**src/rtl/truth_table_scanner.sv**
```systemverilog
// truth_table_scanner: sweeps a 4-input function through all 16 input combinations and captures its truth table.
// Optional macro SCAN_SETTLE_EN: each index gets one settle cycle before the sampling cycle.
module truth_table_scanner #(
   parameter bit SWEEP_DOWN = 1'b0
) (
   input  logic        i_clk,
   input  logic        i_reset,
   input  logic        i_start,
   input  logic        i_s,
   output logic        o_x,
   output logic        o_y,
   output logic        o_w,
   output logic        o_z,
   output logic        o_busy,
   output logic        o_done,
   output logic [15:0] o_table,
   output logic [4:0]  o_ones
);

`ifdef SCAN_SETTLE_EN
   localparam bit SETTLE = 1'b1;
`else
   localparam bit SETTLE = 1'b0;
`endif

   localparam logic [3:0] FIRST_IDX = SWEEP_DOWN ? 4'hF : 4'h0;
   localparam logic [3:0] LAST_IDX  = SWEEP_DOWN ? 4'h0 : 4'hF;

   typedef enum logic [1:0] {IDLE, RUN, DONE} state_t;

   state_t      r_state;
   logic [3:0]  r_index;
   logic        r_phase;
   logic        r_busy;
   logic        r_done;
   logic [15:0] r_table;
   logic [4:0]  r_ones;
   logic        w_sample;

   // Without settling every RUN cycle samples; with it only the second cycle of each index does.
   assign w_sample = !SETTLE || r_phase;

   always_ff @(posedge i_clk or posedge i_reset) begin
      if (i_reset) begin
         r_state <= IDLE;
         r_index <= 4'h0;
         r_phase <= 1'b0;
         r_busy  <= 1'b0;
         r_done  <= 1'b0;
         r_table <= 16'h0000;
         r_ones  <= 5'd0;
      end else begin
         case (r_state)
            IDLE: begin
               if (i_start) begin
                  r_table <= 16'h0000;
                  r_ones  <= 5'd0;
                  r_index <= FIRST_IDX;
                  r_phase <= 1'b0;
                  r_busy  <= 1'b1;
                  r_state <= RUN;
               end
            end
            RUN: begin
               if (w_sample) begin
                  r_table[r_index] <= i_s;
                  r_ones           <= r_ones + {4'd0, i_s};
                  // The index parks on the last value so the outputs hold it afterwards.
                  if (r_index == LAST_IDX) begin
                     r_busy  <= 1'b0;
                     r_done  <= 1'b1;
                     r_state <= DONE;
                  end else begin
                     r_index <= SWEEP_DOWN ? r_index - 4'd1 : r_index + 4'd1;
                  end
               end
               r_phase <= SETTLE & ~r_phase;
            end
            DONE: begin
               r_done  <= 1'b0;
               r_state <= IDLE;
            end
            default: r_state <= IDLE;
         endcase
      end
   end

   assign {o_x, o_y, o_w, o_z} = r_index;
   assign o_busy  = r_busy;
   assign o_done  = r_done;
   assign o_table = r_table;
   assign o_ones  = r_ones;

endmodule

```
**config.mk**
```make
export PLATFORM = sky130hd
export DESIGN_NAME = truth_table_scanner
export DESIGN_NICKNAME = d
export VERILOG_FILES = /design/src/rtl/truth_table_scanner.sv
export SDC_FILE = /design/constraint.sdc
export NUM_CORES = 1
export LEC_CHECK = 0
export BUFFER_PORTS_ARGS = -buffer_cell sky130_fd_sc_hd__buf_2
export CORE_MARGIN = 3
export CORE_UTILIZATION = 50
export CTS_BUF_LIST = sky130_fd_sc_hd__clkbuf_16
export DETAILED_ROUTE_END_ITERATION = 6
export MAX_ROUTING_LAYER = met4
export PLACE_DENSITY = 0.74
export SLEW_MARGIN = 5
export SYNTH_ARGS = -nofsm -noshare
export SYNTH_HDL_FRONTEND = slang
export SYNTH_SLANG_ARGS = --single-unit
```
**constraint.sdc**
```tcl
create_clock -name i_clk -period 2.04 [get_ports i_clk]
set_input_delay 0.102 -clock i_clk [delete_from_list [all_inputs] [get_ports i_clk]]
set_output_delay 0.102 -clock i_clk [all_outputs]
set_load 0.005 [all_outputs]
```
==> reports/qor.csv <==
stage,metric,value,unit
synth,synthFlopType,dfrtp_1,
worst_setup_path,cp.required,2.16,ns
synth,synthCells,158,
timing,fin_setup_tns,0,ns
place,portBuffers,30,
clock_tree,root_buffer,clkbuf_16,
clock_tree,cts_tree,yes,
synth,yosys.area.top_type_share,47.89,%
synth,avgSynthCellArea,9.590,um2
timing,setup_viol,0,
timing,max_freq,597.9,MHz
die,die_area,3727,um2
detailed_routing,drcViolationCount,0,
die,start_util,53.56,%
detailed_routing,routedWlPerCell,15.12,um
die,die_x,61.05,um
synth,syn_area,1515,um2
clock_tree,cts_setup_buffers,0,
synth,ys_seq_elements,29,
grt,antenna_found_initial,0,
grt,grt_max_degree,30,
synth,synthArstFlopShare,100.0,%
cells_and_area,final_util,63.82,%
min_path,hold_class,input pin to flip-flop,
clock_tree,cts.sinks,29,
die,ioPinCount,31,
clock_tree,cts_resized,0,
worst_setup_path,cp.arrival,1.79,ns
grt,grt_pass1_vias,1154,
worst_setup_path,rr_worst_depth,4,
synth,synth.net_count,168,
timing,skew,0.003223,ns
power,powerDensity,1697,nW/um2
detailed_routing,drt_wl_total,3312,um
detailed_routing,met1_length,1453,um
cells_and_area,drive_gt1_share,22.87,%
detailed_routing,top_layer_used,met4,
timing,hold_ws,0.1898,ns
die,rows,19,
timing,slew_headroom,58.18,%
detailed_routing,route.met2.wl,1584,um
grt,grt_overflow,0,
power,fin_total_pwr,3065,uW
grt,grt_pass1_wl,5437,um
detailed_routing,antenna_left,0,
synth,synth.area.top_cells,"dfrtp_1 48%, o22ai_1 6.6%, a21oi_1 5.9%",
clock_tree,ctsHoldBuffers,1,
place,gp_congestion,0.7830,
timing,finalCriticalPeriod,1.673,ns
cells_and_area,multi_input_area,654.4,um2
clock_tree,clkTransAtPathRegs,0.04,ns
power,vdd_drop_max,0.8784,mV
timing,finalWorstSetupSlack,0.3674,ns
place,dpl.hpwl,2274,um
die,die_y,61.05,um
power,leakage,0.0008824,uW
detailed_routing,firstDrtPassIters,4,
worst_setup_path,end_kind,flip-flop,
worst_setup_path,r2r_end,r_index[1],
timing,maxSlewViolCount,0,
detailed_routing,wl_met3,200,um
place,dp_slack,0.4619,ns
timing,tightest_slew,0.6273,ns
synth,yosys_warnings,0,
timing,fin_crit_sh,81.99,%
timing,rsz0062_at_grt,no,
detailed_routing,dr_total_vias,1271,
cells_and_area,final_nets,198,
synth,yosysTopAreaCell,dfrtp_1,
synth,synthDistinctLibCells,29,
cells_and_area,n_antenna_cell,0,
cells_and_area,ff_latch_area,725.7,um2
grt,gr-usage-all-layers,20.86,%
flow_run,cap_violations,0,
synth,synth-seq-area-share,47.89,%
cells_and_area,fill_cells,256,
detailed_routing,avgViaCountPerCell,5.804,
worst_setup_path,critPathMaxFanout,7,
worst_setup_path,endpoint,r_index[1],
detailed_routing,drt_iter0_markers,40,
worst_setup_path,reg2reg_setup_slack,0.37,ns
synth,synth_edf_count,0,
cells_and_area,area_growth,19.16,%
min_path,hold_depth,3,
clock_tree,clk_latency,0.27,ns
clock_tree,h-tree-depth,2,
outcome,outcome,"complete, no violations",
clock_tree,cts_buffers,5,
worst_setup_path,start_kind,flip-flop,
worst_setup_path,r2r_start,r_index[1],
worst_setup_path,startpoint,r_index[1],
timing,hold_viol,0,
die,core_area,2829,um2
clock_tree,clock_path_buffers,2,
worst_setup_path,crit_type,flip-flop to flip-flop,
[worst max-delay path, stage by stage (launching register included)]
cell,delay [ns]
dfrtp_1,0.44
ha_1,0.32
and3_1,0.26
a21oi_1,0.31
o21ai_0,0.19
[stage by stage]
step	cells	instance area [um2]
after floorplan	158	1515
after global placement	211	1663
after detailed placement	211	1663
after CTS	219	1805
after global routing	219	1805
final	219	1805
[placed cells by master (no fill, tap or decap), types with 6 or more instances in the layout]
master	synthesis	final
nand3b_1	7	7
buf_2	6	30
nand2_1	8	8
dfrtp_1	29	29
a22o_1	6	6
o22ai_1	16	16
a21oi_1	18	18
inv_1	21	22
nand3_1	9	9
ha_1	6	6
[area by class of cell]
type	count	area share, %
Clock inverter	2	0.4158
Sequential cell	29	40.19
Timing Repair Buffer	33	9.702
Tap cell	31	2.148
Inverter	21	4.366
Multi-Input combinational cell	98	36.24
Clock buffer	5	6.930
[cell families after synthesis]
family	synth area share, %
compound gates	20.07
simple gates	15.36
buf+inv	8.918
flops	47.89
fa+ha+maj	4.954
mux	2.229
xor+xnor	0.5781
[Yosys cell counts (2+ instances only)]
cell	n
inv_1	21
nand3b_1	7
mux2_2	3
buf_2	6
nand2b_1	2
dfrtp_1	29
nor2_1	4
a22o_1	6
a21oi_1	18
or3b_1	4
o21ai_0	5
nand2_1	8
ha_1	6
nand3_1	9
o22ai_1	16
[routing by layer]
metal / vias up / global-route usage (%)
li1: 611 / -
met1: 608 / 26.43
met2: 43 / 30.51
met3: 9 / 5.451
met4: 0 / 10.84
met5: - / -
[report_power, final]
group          internal, uW  leakage, uW  total [uW]  switching (uW)
sequential              811     0.000367        1100             293
clock                   433    0.0000685         659             227
combinational           622     0.000447        1300             680
[state kept, by name (all words and copies together) (netlist names)]
register and count:
r_index 4, o_busy 1, r_state 2, o_ones 5, o_done 1, o_table 16
[worst min-delay path by stage]
stage	start	end	slack (ns)
after floorplan	i_reset	o_busy	0.18
after global placement	i_reset	o_ones[4]	0.18
after detailed placement	i_reset	o_ones[4]	0.19
after CTS	i_start	o_busy	0.20
after global routing	i_s	o_ones[0]	0.21
final	i_start	o_busy	0.19
(Power assumes the default switching activity.)
